[config.mk]
export PLATFORM = sky130hd
export DESIGN_NAME = lsu_ctrl_flat
export DESIGN_NICKNAME = d
export VERILOG_FILES = /design/src/rtl/lsu_ctrl_if.sv /design/src/rtl/lsu_ctrl.sv /design/src/flat_wrapper.sv
export SDC_FILE = /design/constraint.sdc
export NUM_CORES = 1
export LEC_CHECK = 0
export CAP_MARGIN = 5
export CORE_MARGIN = 5
export CORE_UTILIZATION = 46
export DETAILED_ROUTE_END_ITERATION = 8
export GPL_ROUTABILITY_DRIVEN = 0
export HOLD_SLACK_MARGIN = 0.03
export PLACE_DENSITY = 0.82
export SYNTH_ARGS = -nofsm -noshare
export SYNTH_HDL_FRONTEND = slang
export SYNTH_SLANG_ARGS = --single-unit
[constraint.sdc]
create_clock -name clk -period 2.4 [get_ports clk]
set_input_delay 0.24 -clock clk [delete_from_list [all_inputs] [get_ports clk]]
set_output_delay 0.24 -clock clk [all_outputs]
set_load 0.01 [all_outputs]
[src/rtl/lsu_ctrl_if.sv]
// Core-side request/response and memory-side bus of the load/store controller.
// The controller uses the slave view; the core/memory environment uses the master view.
interface lsu_ctrl_if #(
   parameter int addr_size = 32,
   parameter int data_size = 32
);
   logic                 req;
   logic                 we;
   logic [1:0]           size;
   logic                 uns;
   logic [addr_size-1:0] addr;
   logic [data_size-1:0] wdata;
   logic                 busy;
   logic                 done;
   logic                 err;
   logic [data_size-1:0] rdata;
   logic                 mem_rw;
   logic                 mem_ena;
   logic [addr_size-1:0] mem_addr;
   logic [data_size-1:0] mem_wdata;
   logic [data_size-1:0] mem_rdata;

   modport slave (
      input  req, we, size, uns, addr, wdata, mem_rdata,
      output busy, done, err, rdata, mem_rw, mem_ena, mem_addr, mem_wdata
   );

   modport master (
      output req, we, size, uns, addr, wdata, mem_rdata,
      input  busy, done, err, rdata, mem_rw, mem_ena, mem_addr, mem_wdata
   );
endinterface

[src/rtl/lsu_ctrl.sv]
// Load/store unit controller: byte/halfword/word accesses to a big-endian word memory,
// sub-word stores done as read-modify-write, loads sign- or zero-extended.
module lsu_ctrl #(
   parameter int addr_size = 32,
   parameter int data_size = 32
) (
   input logic        clk,
   input logic        rst,
   lsu_ctrl_if.slave  bus
);
   typedef enum logic [1:0] {IDLE, READ, WRITE, DONE} state_t;

   state_t               state_reg, state_next;
   logic                 we_reg, uns_reg, err_reg;
   logic [1:0]           size_reg;
   logic [addr_size-1:0] addr_reg;
   logic [data_size-1:0] word_reg;
   logic [data_size-1:0] rdata_reg;

   logic                 bad_req;
   logic                 accept;
   logic [7:0]           lane_byte [4];
   logic [3:0]           lane_en;
   logic [data_size-1:0] merged_word;
   logic [7:0]           sel_byte;
   logic [15:0]          sel_half;
   logic [data_size-1:0] load_word;

   assign bad_req = (bus.size == 2'b11)
                 || (bus.size == 2'b01 && bus.addr[0])
                 || (bus.size == 2'b10 && bus.addr[1:0] != 2'b00);
   assign accept  = (state_reg == IDLE) && bus.req;

   always_ff @(posedge clk or negedge rst) begin
      if (!rst) state_reg <= IDLE;
      else      state_reg <= state_next;
   end

   always_comb begin
      state_next = state_reg;
      case (state_reg)
         IDLE: begin
            if (bus.req) begin
               if (bad_req)                 state_next = DONE;
               else if (!bus.we)            state_next = READ;
               else if (bus.size == 2'b10)  state_next = WRITE;
               else                         state_next = READ;
            end
         end
         READ:    state_next = we_reg ? WRITE : DONE;
         WRITE:   state_next = DONE;
         DONE:    state_next = IDLE;
         default: state_next = IDLE;
      endcase
   end

   // Lane 0 is the most significant byte (big-endian); a halfword covers lanes {0,1} or {2,3}.
   generate
      for (genvar gi = 0; gi < 4; gi++) begin : g_lane
         localparam logic [1:0] lane_idx = 2'(gi);
         assign lane_byte[gi] = bus.mem_rdata[31-8*gi -: 8];
         assign lane_en[gi]   = (size_reg == 2'b00) ? (addr_reg[1:0] == lane_idx)
                                                    : (addr_reg[1] == lane_idx[1]);
         assign merged_word[31-8*gi -: 8] =
            !lane_en[gi]                        ? lane_byte[gi] :
            (size_reg == 2'b00 || lane_idx[0])  ? word_reg[7:0] : word_reg[15:8];
      end
   endgenerate

   always_comb begin
      sel_byte  = lane_byte[addr_reg[1:0]];
      sel_half  = addr_reg[1] ? bus.mem_rdata[15:0] : bus.mem_rdata[31:16];
      load_word = bus.mem_rdata;
      case (size_reg)
         2'b00:   load_word = uns_reg ? {24'h0, sel_byte} : {{24{sel_byte[7]}}, sel_byte};
         2'b01:   load_word = uns_reg ? {16'h0, sel_half} : {{16{sel_half[15]}}, sel_half};
         default: load_word = bus.mem_rdata;
      endcase
   end

   // word_reg holds the store data, then the merged word once a sub-word read completes.
   always_ff @(posedge clk or negedge rst) begin
      if (!rst) begin
         we_reg    <= 1'b0;
         uns_reg   <= 1'b0;
         err_reg   <= 1'b0;
         size_reg  <= 2'b00;
         addr_reg  <= '0;
         word_reg  <= '0;
         rdata_reg <= '0;
      end else begin
         if (accept) begin
            we_reg   <= bus.we;
            uns_reg  <= bus.uns;
            err_reg  <= bad_req;
            size_reg <= bus.size;
            addr_reg <= bus.addr;
            word_reg <= bus.wdata;
         end
         if (state_reg == READ) begin
            if (we_reg) word_reg  <= merged_word;
            else        rdata_reg <= load_word;
         end
      end
   end

   assign bus.busy      = (state_reg != IDLE);
   assign bus.done      = (state_reg == DONE);
   assign bus.err       = (state_reg == DONE) && err_reg;
   assign bus.rdata     = rdata_reg;
   assign bus.mem_ena   = (state_reg == READ);
   assign bus.mem_rw    = (state_reg == WRITE);
   assign bus.mem_addr  = (state_reg == READ || state_reg == WRITE)
                        ? {addr_reg[addr_size-1:2], 2'b00} : '0;
   assign bus.mem_wdata = (state_reg == WRITE) ? word_reg : '0;
endmodule

[src/flat_wrapper.sv]
// flat-port wrapper written by rule: the top's interface ports become plain ports
module lsu_ctrl_flat 
#(
   parameter int addr_size = 32,
   parameter int data_size = 32
)
  (clk, rst, bus_req, bus_we, bus_size, bus_uns, bus_addr, bus_wdata, bus_mem_rdata, bus_busy, bus_done, bus_err, bus_rdata, bus_mem_rw, bus_mem_ena, bus_mem_addr, bus_mem_wdata);
  lsu_ctrl_if #(.addr_size(addr_size), .data_size(data_size)) bus_i ();
  input logic clk;
  input logic rst;
  input wire logic [$bits(bus_i.req)-1:0] bus_req;
  input wire logic [$bits(bus_i.we)-1:0] bus_we;
  input wire logic [$bits(bus_i.size)-1:0] bus_size;
  input wire logic [$bits(bus_i.uns)-1:0] bus_uns;
  input wire logic [$bits(bus_i.addr)-1:0] bus_addr;
  input wire logic [$bits(bus_i.wdata)-1:0] bus_wdata;
  input wire logic [$bits(bus_i.mem_rdata)-1:0] bus_mem_rdata;
  output wire logic [$bits(bus_i.busy)-1:0] bus_busy;
  output wire logic [$bits(bus_i.done)-1:0] bus_done;
  output wire logic [$bits(bus_i.err)-1:0] bus_err;
  output wire logic [$bits(bus_i.rdata)-1:0] bus_rdata;
  output wire logic [$bits(bus_i.mem_rw)-1:0] bus_mem_rw;
  output wire logic [$bits(bus_i.mem_ena)-1:0] bus_mem_ena;
  output wire logic [$bits(bus_i.mem_addr)-1:0] bus_mem_addr;
  output wire logic [$bits(bus_i.mem_wdata)-1:0] bus_mem_wdata;
  assign bus_i.req = bus_req;
  assign bus_i.we = bus_we;
  assign bus_i.size = bus_size;
  assign bus_i.uns = bus_uns;
  assign bus_i.addr = bus_addr;
  assign bus_i.wdata = bus_wdata;
  assign bus_i.mem_rdata = bus_mem_rdata;
  assign bus_busy = bus_i.busy;
  assign bus_done = bus_i.done;
  assign bus_err = bus_i.err;
  assign bus_rdata = bus_i.rdata;
  assign bus_mem_rw = bus_i.mem_rw;
  assign bus_mem_ena = bus_i.mem_ena;
  assign bus_mem_addr = bus_i.mem_addr;
  assign bus_mem_wdata = bus_i.mem_wdata;
  lsu_ctrl #(.addr_size(addr_size), .data_size(data_size)) u_core (.clk(clk), .rst(rst), .bus(bus_i));
endmodule
== After elaboration in Yosys (flattened, before gate mapping) ==
Index checks and enable logic that the tools add are counted.
Word-level totals
  flip-flop bits (word level): 103
  bits of input ports: 103
  logic and storage cells: 65
Operators by class
  order comparisons: 1
  eq/ne operators: 12
  mux-type cells: 27
  bitwise gates (word level): 3
  reduce and logical (&&, ||, !) cells: 13
Operators with widths (number)
  $mux W32: 7
  $pmux W32 S2: 1
  $mux W8: 7
  $bmux W8 S2: 1
  $mux W16: 1
  $eq A2 B2 Y1 const B: 6
  $eq A2 B1 Y1 const B: 4
  $mux W2: 4
  $pmux W2 S4: 1
  $logic_not A2 Y1: 3
  $mux W1: 5
  $logic_and A1 B1 Y1: 4
  $reduce_bool A2 Y1: 2
  $ge A3 B3 Y1 const B: 1
  $logic_or A1 B1 Y1: 3
  $ne A3 B3 Y1 const B: 1
  $not A2 Y3: 1
  $ne A2 B2 Y1 const B: 1
  $not A1 Y1: 2
  $reduce_and A2 Y1: 1

== Logic depth before layout (Yosys ltp) ==
  word-level depth: 7
  depth in mapped cells: 8

== Worst setup path after synthesis ==
Ideal clock, no wire load.
  path kind: reg2reg
  start: register u_core.state_reg[1]
  end: register u_core.rdata_reg[14], in the netlist u_core.bus.rdata[14]
  setup time: 0.156 ns
  arrival time: 1.630 ns
  required time: 2.244 ns
  slack: 0.614 ns
  cell stages (with the launch flop): 7
  path buffers: 2
  cell sequence: dfrtp_1 -> inv_1 -> ha_1 -> nor2b_1 -> clkbuf_1 -> clkbuf_1 -> a311oi_1
On the way
  longest elaborated chain between the ends: 2
RTL lines
  start, declared: RTL line lsu_ctrl.sv:13  | state_t state_reg, state_next;
  start signal, assigned: RTL line lsu_ctrl.sv:36  | else state_reg <= state_next;
  $eq A2 B1 Y1
  via bus_mem_ena: RTL line flat_wrapper.sv:23  | output wire logic [$bits(bus_i.mem_ena)-1:0] bus_mem_ena;
  $reduce_and A2 Y1 (no line)
  end signal, assigned: RTL line lsu_ctrl.sv:102  | else rdata_reg <= load_word;
  end, declared: RTL line lsu_ctrl.sv:18  | logic [data_size-1:0] rdata_reg;
The timed path passes the listed nets, and every way through them passes these cells.
A chain may end at the register's enable or synchronous reset.

== Worst setup path after layout ==
  start: register u_core.state_reg[0]
  end: output bus_mem_wdata[22]
On the way
  longest elaborated chain between the ends: 2
RTL lines
  $eq A2 B2 Y1: RTL line lsu_ctrl.sv:115  | assign bus.mem_wdata = (state_reg == WRITE) ? word_reg : '0;
  $mux W32: RTL line lsu_ctrl.sv:115
  end, declared: RTL line flat_wrapper.sv:25  | output wire logic [$bits(bus_i.mem_wdata)-1:0] bus_mem_wdata;
Every way passes these cells.

==> reports/summary.txt <==
Hold WC Path Type -> input port to async pin
Number of flops mapped to enable cells by yosys -> 0
Final setup vio count -> 0
R2r endpoint -> u_core.bus.rdata[31]
Post-Synth XOR/XNOR Area -> 0%
Worst Setup End Kind -> output pin
Largest net degree at the start of global routing -> 48
Final TNS setup -> 0 ns
Pwr dens -> 1370 nW/µm²
Adder-Cell Fraction of Synth Area -> 0.879%
Peak supply drop -> 0.000695 V
Layout cells sized above 1 -> 9.54%
Mux cell area share after synthesis -> 6.44%
Sequential area share after synthesis -> 45.3%
Avg Cell Area, Syn -> 8.63 µm²
Initial antenna violation count -> 0
DR DRC count -> 0
CTS HTree Levels -> 3
Core area -> 12100 µm²
Nets@finish -> 952
Synth area leader -> dfrtp_1
Worst R2R Setup Slack -> 0.30 ns
Area growth syn-to-layout -> 43.8%
CTS root buffer -> clkbuf_16
Via count -> 5678
CP Data Arrival Time -> 2.07 ns
Global route total overflow -> 0
Internal cell power -> 6710 µW
Clk Latency, worst-skew pair -> 0.35 ns
Clock-pin slew on the worst setup and hold paths -> 0.07 ns
FF+latch count, synth -> 103
Final WL -> 19.3 mm
Leak -> 0.00361 µW
DRT iter0 DRCs -> 546
Sw Share -> 40.1%
Diode count -> 0
Sequential share of power -> 29.3%
Setup crit start -> u_core.state_reg[0]
Crit start category -> flip-flop
Synthesized cell area -> 5700 µm²
Unrepaired setup endpoints after global routing -> no
Syn Inst Count -> 660
Post-DRT Antenna Nets -> 0
DP HPWL -> 13.9 mm
Max_cap viols -> 0
CTS buffer count -> 9
Share of synthesized flip-flops with an asynchronous set or reset -> 100%
Final hold slack -> 0.402 ns
R2R cell count -> 4
Sw power -> 4490 µW
Routed wire length per instance -> 19.0 µm
Min Tclk post-route -> 2.31 ns
Clock network fraction of total power -> 13.1%
Clock Sinks -> 103
Die Width -> 121 µm
Peak Freq -> 0.432 GHz
Die H -> 121 µm
TritonRoute pass-1 iters -> 5
Slew Viols, Final -> 0
Primary FF master, synth -> dfrtp_1
Port Buffer Count -> 201
Worst Path Required -> 2.16 ns
Initial core utilization -> 47.2%
Skew final -> 0.00630 ns
Syn. warnings -> 0
Detail-routed via count per cell -> 5.58
Hold Violations, Final -> 0
Unique masters post-synth -> 44
Worst R2R Start -> u_core.size_reg[0]
Vias in the first global route -> 5920
Synth top area share -> 45.3%
Critical setup path kind -> flip-flop to output pin
Largest family of logic cells by synthesized area -> simple AND/OR/NAND/NOR gates
Worst slew pin tran -> 0.728 ns
All-Layer GR Usage -> 26.3%
Global-route wire length before repair -> 30.8 mm
Top area cells in the synthesized netlist -> dfrtp_1 45%, nand2_1 11%, and2_1 7.1%
CTS tree -> built
# IOs -> 204
Clk buf depth -> 2
Die area -> 14700 µm²
Worst-path fanout max -> 33
Rel. slew slack -> 51.5%
Outcome -> finished, final reports clean
Synth Area in Compound Gates -> 16.3%
Gate power share -> 57.6%
Row cnt -> 40
Final cycle utilization of the critical path -> 96.3%
Simple-Gate Fraction of Synth Area -> 26.4%
-- worst max path at each step --
stage | depth (start not counted) | slack (ns) | end
floorplan | 6 | 0.61 | u_core.bus.rdata[14]
global placement | 5 | 0.30 | u_core.bus.rdata[19]
detailed placement | 4 | 0.16 | bus_mem_addr[17]
CTS | 5 | 0.02 | bus_mem_wdata[22]
global route | 5 | 0.008 | bus_mem_wdata[22]
finish | 5 | 0.09 | bus_mem_wdata[22]
-- layer usage --
layer | part of all wire [%] | global-route usage, % | vias to the layer above
met4 | 4.0 | 11.3 | 0
met5 | 0 | 0 | -
li1 | - | - | 2623
met2 | 46 | 42.4 | 308
met1 | 39 | 32.4 | 2687
met3 | 11 | 8.62 | 60
-- critical path, stage by stage (launching register included) --
cell,delay [ns]
dfrtp_1,0.42
inv_1,0.15
ha_1,0.22
buf_8,0.20
and2_1,0.17
clkdlybuf4s50_1,0.55
-- placed cells by master, fill, tap and decap left out, drive strengths merged, types with 2 or more instances in the layout --
| cell | instances |
|---|---|
| or2 | 2 |
| conb | 2 |
| nand3 | 23 |
| mux2i | 22 |
| ha | 4 |
| o31a | 8 |
| clkinv | 6 |
| o221a | 9 |
| and3 | 8 |
| or3b | 4 |
| inv | 11 |
| nand2 | 173 |
| nor2 | 26 |
| dfrtp | 103 |
| a221oi | 4 |
| a32oi | 8 |
| o22ai | 14 |
| nor3 | 7 |
| clkdlybuf4s50 | 200 |
| o21ai | 23 |
| a211o | 2 |
| and2 | 65 |
| a21oi | 54 |
| o22a | 3 |
| nand2b | 3 |
| buf | 21 |
| clkbuf | 9 |
| a22oi | 3 |
| or3 | 2 |
| a311oi | 8 |
| mux2 | 13 |
-- synth_stat cells (2+ instances only) --
cell type	number
a211o_1	2
a21oi_1	54
a221oi_1	4
a22oi_1	3
a311oi_1	8
a32oi_1	8
and2_1	65
and3_1	8
buf_1	5
buf_2	9
buf_4	4
clkbuf_1	30
dfrtp_1	103
ha_1	4
inv_1	11
mux2_2	13
mux2i_1	22
nand2_1	173
nand2b_1	3
nand3_1	17
nand3_2	6
nor2_1	25
nor3_1	6
o21ai_0	19
o21ai_2	4
o221a_2	9
o22a_1	3
o22ai_1	14
o31a_1	8
or2_2	2
or3_1	2
or3b_2	4
-- through the flow --
step | worst slack [ns] | cell area [µm²] | std cells | util [%] | power, µW
floorplan | 0.614 | 5700 | 661 | - | 6900
global placement | 0.303 | 7870 | 1001 | 65.3 | 9440
detailed placement | 0.159 | 7870 | 1001 | 65.3 | 9640
CTS | 0.0238 | 8180 | 1017 | 67.8 | 11200
global route | 0.00842 | 8190 | 1017 | 67.9 | 12000
finish | 0.0877 | 8190 | 1017 | 67.9 | 11200
-- repair_timing --
action,4_1_cts,5_1_grt
hold buffers,1,0
endpoints found under the setup margin,30,31
gates resized for setup,2,2
setup buffers,0,0
hold endpoints to repair,36,0
-- cells by family (layout without fill, tap and decap cells) --
kind of cell,Yosys count,after routing
adder cells (fa/ha/maj),4,4
AND/OR/NAND/NOR,317,317
multiplexers,35,35
buffers and inverters,61,249
other,1,2
AO/OA/AOI/OAI,139,139
flip-flops,103,103
-- power groups by stage --
stage | clock [µW] | combinational (µW) | sequential, µW
finish | 1470 | 6450 | 3280
floorplan | 0 | 3750 | 3160
global placement | 0 | 6190 | 3250
global route | 1540 | 7070 | 3380
CTS | 1480 | 6470 | 3260
detailed placement | 0 | 6370 | 3270
-- area by class of cell --
cell class / count / area (µm²)
clock buffer: 9 / 225
clock inverter: 6 / 62.6
fill: 979 / 3870
sequential: 103 / 2580
multi-input combinational: 497 / 2880
timing repair buffer: 222 / 2190
inverter: 12 / 45.0
tap: 168 / 210
Power figures use the tool's default switching activity.
